<file path="config.mk">
export PLATFORM = sky130hd
export DESIGN_NAME = cdb_arbiter
export DESIGN_NICKNAME = d
export VERILOG_FILES = /design/src/rtl/fcpu_pkg.sv /design/src/rtl/rr_arbiter.sv /design/src/rtl/cdb_arbiter.sv
export SDC_FILE = /design/constraint.sdc
export NUM_CORES = 1
export LEC_CHECK = 0
export BUFFER_PORTS_ARGS = -buffer_cell sky130_fd_sc_hd__buf_2
export CORE_MARGIN = 2
export CORE_UTILIZATION = 32
export CTS_BUF_LIST = sky130_fd_sc_hd__clkbuf_8
export CTS_CLUSTER_SIZE = 12
export DETAILED_ROUTE_END_ITERATION = 10
export MAX_ROUTING_LAYER = met4
export SYNTH_ARGS = -nofsm -noshare
export SYNTH_HDL_FRONTEND = slang
export SYNTH_SLANG_ARGS = --single-unit
</file>
<file path="constraint.sdc">
create_clock -name clk -period 7.05 [get_ports clk]
set_input_delay 1.41 -clock clk [delete_from_list [all_inputs] [get_ports clk]]
set_output_delay 1.41 -clock clk [all_outputs]
set_load 0.01 [all_outputs]
</file>
<file path="src/rtl/fcpu_pkg.sv">
// Shared CPU-wide widths and helpers for the common data bus word {rsv_id, data}.
// Every CDB producer and consumer extracts fields through these functions.
package fcpu_pkg;

  localparam int RSV_ID_W = 4;
  localparam int DATA_W   = 32;
  localparam int CDB_W    = RSV_ID_W + DATA_W;

  typedef logic [CDB_W-1:0] cdb_word_t;

  function automatic logic [RSV_ID_W-1:0] cdb_rsv_id(input cdb_word_t word);
    return word[CDB_W-1 -: RSV_ID_W];
  endfunction

  function automatic logic [DATA_W-1:0] cdb_data(input cdb_word_t word);
    return word[DATA_W-1:0];
  endfunction

  function automatic cdb_word_t cdb_pack(input logic [RSV_ID_W-1:0] rsv_id,
                                         input logic [DATA_W-1:0]   data);
    return {rsv_id, data};
  endfunction

endpackage

</file>
<file path="src/rtl/rr_arbiter.sv">
// Combinational round-robin picker: scans req from ptr upward with explicit wrap.
// Zero latency; no state and no backpressure of its own.
module rr_arbiter #(
  parameter  int N     = 4,
  localparam int PTR_W = $clog2(N)
) (
  input  logic [N-1:0]     req,
  input  logic [PTR_W-1:0] ptr,
  output logic [N-1:0]     gnt,
  output logic [PTR_W-1:0] gnt_idx,
  output logic             any
);

  int               idx;
  logic [PTR_W-1:0] idx_p;

  always_comb begin
    gnt     = '0;
    gnt_idx = '0;
    any     = 1'b0;
    idx     = 0;
    idx_p   = '0;
    for (int i = 0; i < N; i++) begin
      // wrap by subtraction so non-power-of-two N never aliases
      idx = int'(ptr) + i;
      if (idx >= N) idx = idx - N;
      idx_p = PTR_W'(idx);
      if (!any && req[idx_p]) begin
        gnt[idx_p] = 1'b1;
        gnt_idx    = idx_p;
        any        = 1'b1;
      end
    end
  end

endmodule

</file>
<file path="src/rtl/cdb_arbiter.sv">
// Round-robin owner of the common data bus; broadcast is registered, 1-cycle latency.
// Grants (i_ready) are the only backpressure to FUs; CDB_ARB_CONTENTION_CNT_EN adds contention_cnt.
module cdb_arbiter
  import fcpu_pkg::*;
#(
  parameter  int N_UNITS = 4,
  localparam int PTR_W   = $clog2(N_UNITS)
) (
  input  logic                     clk,
  input  logic                     nrst,
  input  logic                     clear,
  input  logic [N_UNITS-1:0]       i_valid,
  input  logic [N_UNITS*CDB_W-1:0] i_cdb,
  output logic [N_UNITS-1:0]       i_ready,
  output logic [CDB_W-1:0]         cdb,
  output logic                     cdb_valid
`ifdef CDB_ARB_CONTENTION_CNT_EN
  ,
  output logic [31:0]              contention_cnt
`endif
);

  logic [PTR_W-1:0] ptr;
  logic [N_UNITS-1:0] gnt;
  logic [PTR_W-1:0] gnt_idx;
  logic             any;
  logic             xfer;
  cdb_word_t        words [N_UNITS];

  for (genvar k = 0; k < N_UNITS; k++) begin : g_unpack
    assign words[k] = i_cdb[k*CDB_W +: CDB_W];
  end

  rr_arbiter #(.N(N_UNITS)) u_rr (
    .req     (i_valid),
    .ptr     (ptr),
    .gnt     (gnt),
    .gnt_idx (gnt_idx),
    .any     (any)
  );

  // grants are suppressed during reset and flush so no FU believes it was consumed
  assign xfer    = any & ~clear & nrst;
  assign i_ready = xfer ? gnt : '0;

  always_ff @(posedge clk or negedge nrst) begin
    if (!nrst) begin
      ptr       <= '0;
      cdb       <= '0;
      cdb_valid <= 1'b0;
    end else if (clear) begin
      ptr       <= '0;
      cdb       <= '0;
      cdb_valid <= 1'b0;
    end else if (xfer) begin
      cdb       <= words[gnt_idx];
      cdb_valid <= 1'b1;
      ptr       <= (gnt_idx == PTR_W'(N_UNITS - 1)) ? '0 : gnt_idx + PTR_W'(1);
    end else begin
      cdb_valid <= 1'b0;
    end
  end

`ifdef CDB_ARB_CONTENTION_CNT_EN
  logic multi_req;

  // clearing the lowest set bit leaves something only when two or more are set
  assign multi_req = |(i_valid & (i_valid - N_UNITS'(1)));

  always_ff @(posedge clk or negedge nrst) begin
    if (!nrst) begin
      contention_cnt <= '0;
    end else if (clear) begin
      contention_cnt <= '0;
    end else if (multi_req && contention_cnt != 32'hFFFF_FFFF) begin
      contention_cnt <= contention_cnt + 32'd1;
    end
  end
`endif

endmodule

</file>
==> flow_summary.yaml, run 1 <==
sta:
  drv_slew: 0
  hold_violations: 0
  finClkSkew_ns: 0.01271
  setup_violations: 0
  fmax_ghz: 0.2273
  rsz0062_at_grt: "no"
  relSlewSlack_pct: 21.54
  setup_tns_ns: 0
  finalCriticalPeriod_ns: 4.399
  period_share_pct: 62.40
  worstMarginPinSlew_ns: 1.173
clock_tree:
  cts_htree_levels: 2
  cts_tree: "done"
  clockBufferDepth: 2
  post_cts_buffers: 0
  clkLatencyLatePin_ns: 0.29
  cts_root_buffer: "clkbuf_8"
  hold_buffers: 0
  cts.sinks: 39
  cts.clk_slew.worst_paths_ns: 0.08
  cts_resized: 0
  cts_made_buffers: 5
setup_path:
  crit_top_cell: "buf_2"
  start_kind: "primary input"
  worstPathRequired_ns: 5.64
  cpPeakStageDelay_ns: 0.46
  worstPathCellList: "buf_2 > or3b_2 > o21ai_0 > a31oi_1 > o22ai_1 > a221oi_1 > nor2_1 > buf_2"
  crit_slowest_cell: "or3b_2"
  path_class: "primary input to output pin"
  cp_max_fo: 9
  end_kind: "output pin"
  cp.arrival_ns: 2.99
layout:
  area.growth.synth_to_final_pct: 32.84
  antenna_cells: 0
  finalNonFillerCells: 669
  n_fill_cell: 1016
  layout-drive-gt1-share_pct: 48.03
  fin_nets: 690
  fin_area_um2: 4454
logic_synthesis:
  yosys_warnings: 0
  syn_nets: 519
  synthCells: 361
  synthSimpleGateAreaFrac_pct: 8.321
  async_reset_ff_share_pct: 100.0
  synthesis.area_um2: 3353
  synth_xor_area_share_pct: 0.2612
  syn_avg_cell_area_um2: 9.289
  synth_edf_count: 0
  synth_mux_area_share_pct: 25.19
  synth_top_family_by_area: "compound AO/OA/AOI/OAI gates"
  yosysSeqAreaShare_pct: 29.10
  synth_cell_type_count: 46
  synth_fa_ha_area_share_pct: 2.612
  ys_ff_latch: 39
  synthFlopType: "dfrtp_1"
  synth_compound_area_share_pct: 27.76
flow_run:
  cap_violations: 0
power:
  p_int_w: 0.0005591
  irDropWorstVdd_mv: 0.09710
  p_leak_nw: 2.087
  p_sw_w: 0.0003812
  power_density_nw_per_um2: 211.1
  pwr-share-clk_pct: 18.1
  combPwrFrac_pct: 51.8
  seq_power_share_pct: 30.1
  swShare_pct: 40.54
  finalPower_w: 0.0009403
routing:
  drt_iter0_markers: 182
  vias: 3711
  remaining_drc_errors: 0
  wl_um: 11710
  avgRoutedWirePerCell_um: 17.51
  postRouteAntennaNets: 0
  firstDrtPassIters: 4
  viasPerCell: 5.547
global_route:
  grt_overflow: 0
  grt_pass1_wl_um: 18690
  track_usage_pct: 20.94
  antenna_found_initial: 0
  grt_start_max_net_pins: 56
  grt_pass1_vias: 3783
die:
  fp-row-count: 37
  ios: 192
  coreArea_um2: 10230
  start_util_pct: 32.77
  die_x_um: 106.4
  die_h_um: 106.4
  dieArea_um2: 11310
placed_design:
  gp_congestion: 0.8570
  io_buffers: 191
  post-place-cells: 661
  dp_hpwl_um: 8147
  placed_area_um2: 4354
run_status:
  status: "finished, final reports clean"
worst_hold_path:
  worstHoldPathType: "flip-flop to flip-flop"
==> state kept, by name (all words and copies together) (netlist names) <==
signal,cells
ptr,2
cdb,36
cdb_valid,1
==> cell usage in the layout, fill, tap and decap left out, drive strengths merged <==
master	Yosys	final
a2111oi	1	1
mux4	2	2
buf	16	198
nor2	12	12
o32ai	1	1
clkbuf	18	7
a31oi	1	1
mux2	36	36
or2	1	1
o21ai	39	39
dfrtp	39	39
or3b	1	1
o41ai	1	1
o22ai	36	36
and2	1	1
nand2	40	40
o211ai	2	2
mux2i	39	39
nor3	2	2
nor2b	2	2
xnor2	1	1
a21oi	6	6
o21a	1	1
o221ai	35	35
inv	5	6
a22oi	4	4
nor4	1	1
a221oi	4	4
nand2b	2	2
or4	1	1
ha	7	7
or3	1	1
o31ai	1	1
o21bai	1	1
a211oi	1	1
==> cell families (layout without fill, tap and decap cells) <==
kind of cell,count (synthesis),in the layout
DFF,39,39
and+or+nand+nor,64,64
muxes,77,77
xor gates and xnor gates,1,1
AOI/OAI and AO/OA,134,134
buffers and inverters,39,211
adders and majority gates,7,7
==> synth_stat cells, types with 2 or more instances <==
| cell type | n | share of area (%) |
|---|---|---|
| buf_6 | 2 | 0.67 |
| o21ai_1 | 2 | 0.30 |
| mux2i_1 | 38 | 11 |
| o22ai_1 | 36 | 6.7 |
| o221ai_1 | 35 | 9.1 |
| a221oi_1 | 4 | 1.0 |
| o211ai_1 | 2 | 0.45 |
| clkbuf_2 | 3 | 0.45 |
| buf_12 | 3 | 1.8 |
| buf_2 | 10 | 1.5 |
| mux2_2 | 36 | 12 |
| nand2_1 | 40 | 4.5 |
| mux4_2 | 2 | 1.3 |
| dfrtp_1 | 39 | 29 |
| nor3_1 | 2 | 0.30 |
| inv_1 | 4 | 0.45 |
| clkbuf_1 | 15 | 1.7 |
| a21oi_1 | 5 | 0.75 |
| a22oi_1 | 4 | 0.90 |
| ha_1 | 7 | 2.6 |
| o21ai_0 | 35 | 5.2 |
| nand2b_1 | 2 | 0.37 |
| nor2_1 | 12 | 1.3 |
==> worst paths after layout <==
kind	startpoint	end	slack, ns	cells past startpoint
worst max-delay path	i_valid[2]	i_ready[2]	2.65	8
worst min-delay path	cdb[23]	cdb[23]	0.49	2
worst max register to register	ptr[0]	cdb[7]	3.07	8
worst min register to register	cdb[23]	cdb[23]	0.49	2
max in group asynchronous	nrst	ptr[0]	5.44	2
min in group asynchronous	nrst	cdb[33]	1.18	2
==> layer usage <==
layer,GRT usage (%),vias up,part of all wire [%]
met1,26.24,1793,44
met3,2.882,18,5.6
met4,5.451,0,1.4
li1,-,1753,-
met5,-,-,0
met2,35.58,147,49
==> through the flow <==
stage / hold slack (ns) / util (%) / setup slack, ns
after floorplan: 0.5241 / - / 2.914
after CTS: 0.4941 / 43.54 / 2.668
after global placement: 0.4667 / 42.56 / 2.582
after global routing: 0.5113 / 43.54 / 2.473
final: 0.4879 / 43.54 / 2.651
after detailed placement: 0.4774 / 42.56 / 2.523
==> layout make-up <==
class	instances	area, µm²	share of cell area (%)
multi-input combinational	283	2180	48.93
timing repair buffer	198	1008	22.64
sequential	39	977.2	21.94
tap	136	170.2	3.820
clock buffer	7	96.34	2.163
inverter	5	18.77	0.4213
clock inverter	1	3.754	0.08427
==> power by group through the flow <==
stage          combinational [W]  sequential (W)  clock [W]
4_1_cts                 0.000487        0.000283   0.000176
2_1_floorplan           0.000330        0.000301          0
3_3_place_gp            0.000480        0.000286          0
3_5_place_dp            0.000487        0.000286          0
6_report                0.000487        0.000283   0.000170
5_1_grt                 0.000527        0.000288   0.000187
==> critical path: cells and delay by family <==
family	cells	cell delay, ns
AND/OR/NAND/NOR	2	0.60
buffers and inverters	2	0.31
AO/OA/AOI/OAI	4	0.68
No activity file was read; power rests on OpenSTA's default activity.
==> inputs of run 2 (changes only) <==
- clock period: 7.05 -> 4.11 ns (I/O delays scaled with it)
==> run 2 against run 1 <==
- largest cell class unchanged
- clock power increased by 66%
- clock-buffer cell count is 1 lower
- core utilization increased by 0.24 points
- worst hold slack improved by 0.0039 ns
- worst setup slack got worse by 2.2 ns
==> flow_summary.yaml, run 2 (synthesized netlist as in run 1, its figures left out) <==
power:
  p_sw_w: 0.0006657
  pwr-share-clk_pct: 17.5
  irDropWorstVdd_mv: 0.1877
  seq_power_share_pct: 30.8
  combPwrFrac_pct: 51.7
  swShare_pct: 41.12
  p_leak_nw: 2.097
  p_int_w: 0.0009534
  power_density_nw_per_um2: 361.5
  finalPower_w: 0.001619
setup_path:
  end_kind: "output pin"
  cpPeakStageDelay_ns: 0.65
  cp.arrival_ns: 2.88
  path_buf_inv: 2
  crit_slowest_cell: "dfrtp_4"
  worstPathRequired_ns: 3.29
  r2r_setup_slack_ns: 0.88
  rr_endpoint: "cdb[18]"
  start_kind: "flip-flop"
  worstPathCellList: "inv_2 > ha_1 > or3b_2 > o21ai_0 > a31oi_1 > o22ai_1 > a221oi_1 > nor2_1 > buf_2"
  path_class: "flip-flop to output pin"
  worstRegToRegCells: 9
  cp_top_family: "flip-flops"
  cp_max_fo: 25
  setup.worst_path.start: "ptr[0]"
  r2r-start: "ptr[0]"
layout:
  layout_commonest_cell: "buf_2"
  top_regs: "cdb x36, ptr x2, cdb_valid x1"
  fin_area_um2: 4479
  layout_common_cells: "191 x buf_2, 40 x nand2_1, 38 x mux2i_1, 38 x dfrtp_1"
  antenna_cells: 0
  largest_reg_flops: 36
  fin_nets: 692
  regMostFlops: "cdb"
  layout-drive-gt1-share_pct: 48.22
  n_fill_cell: 1039
  area.growth.synth_to_final_pct: 33.58
  fin_util_pct: 43.78
routing:
  avgRoutedWirePerCell_um: 17.90
  viasPerCell: 5.575
  firstDrtPassIters: 5
  vias: 3741
  wl_um: 12010
  drt_iter0_markers: 203
  remaining_drc_errors: 0
  postRouteAntennaNets: 0
clock_tree:
  cts.sinks: 39
  post_cts_buffers: 0
  cts_tree: "done"
  cts_made_buffers: 5
  cts_htree_levels: 2
  clockBufferDepth: 2
  hold_buffers: 0
  cts_root_buffer: "clkbuf_8"
  cts.clk_slew.worst_paths_ns: 0.08
  clkLatencyLatePin_ns: 0.29
sta:
  drv_slew: 0
  setup_slack_ns: 0.4088
  worstMarginPinSlew_ns: 1.105
  finalCriticalPeriod_ns: 3.701
  hold_violations: 0
  finClkSkew_ns: 0.01499
  setup_violations: 0
  fmax_ghz: 0.2702
  setup_tns_ns: 0
  relSlewSlack_pct: 26.18
  rsz0062_at_grt: "no"
  period_share_pct: 90.05
worst_hold_path:
  hp-start: "cdb[31]"
  whs_endpoint: "cdb[31]"
  worstHoldPathType: "flip-flop to flip-flop"
  min_delay_path_depth: 2
die:
  die_h_um: 106.4
  fp-row-count: 37
  ios: 192
  die_x_um: 106.4
  start_util_pct: 32.77
  dieArea_um2: 11310
  coreArea_um2: 10230
placed_design:
  placed_area_um2: 4382
  gp_congestion: 0.8665
  place_ws_ns: 0.5743
  dp_hpwl_um: 8335
  io_buffers: 191
global_route:
  antenna_found_initial: 0
  grt_pass1_vias: 3712
  track_usage_pct: 21.16
  grt_overflow: 0
  grt_pass1_wl_um: 18710
  grt_start_max_net_pins: 40
run_status:
  status: "finished, final reports clean"
flow_run:
  cap_violations: 0
## run 2: cell type report
cell class                      instances  area (µm²)  area share (%)
Multi-Input combinational cell        283        2180           48.66
Tap cell                              136       170.2           3.799
Sequential cell                        39       979.7           21.87
Timing Repair Buffer                  200        1036           23.13
Clock inverter                          2       12.51          0.2793
Inverter                                5       18.77          0.4190
Clock buffer                            6       82.58           1.844
## run 2: worst max path at each step
stage / endpoint / slack [ns] / cells past startpoint
2_1_floorplan: i_ready[0] / 0.89 / 10
3_3_place_gp: i_ready[2] / 0.68 / 9
3_5_place_dp: i_ready[1] / 0.57 / 9
4_1_cts: i_ready[1] / 0.24 / 9
5_1_grt: i_ready[2] / 0.15 / 9
6_report: i_ready[1] / 0.41 / 9
## run 2: worst min-delay path, delay by kind of cell (launching register included)
family	cells	cell delay, ns
compound gates	1	0.06
flops	1	0.34
simple gates	1	0.05
## run 2: power by group through the flow
stage	clock, W	combinational, W	sequential [W]
3_5_place_dp	0	0.000838	0.000503
3_3_place_gp	0	0.000825	0.000503
5_1_grt	0.000308	0.000905	0.000507
2_1_floorplan	0	0.000566	0.000517
6_report	0.000283	0.000837	0.000499
4_1_cts	0.000295	0.000840	0.000498
## run 2: per-layer routing
layer  vias to the layer above  global-route usage (%)  part of all wire [%]
met3                        16                   2.882                   5.8
li1                       1755                       -                     -
met5                         -                       -                     0
met1                      1800                   26.12                    42
met4                         0                   3.759                  0.73
met2                       170                   37.27                    51
## run 2: metrics by stage
step / hold slack, ns / instances
floorplan: 0.5241 / 361
global placement: 0.4677 / 663
detailed placement: 0.4683 / 663
CTS: 0.4945 / 671
global route: 0.5204 / 671
finish: 0.4917 / 671
## run 2: what timing repair did
| action | CTS | global route |
|---|---|---|
| gates resized for setup | 0 | 1 |
| endpoints found under the setup margin | 0 | 1 |
| endpoints found under the hold margin | 0 | 0 |
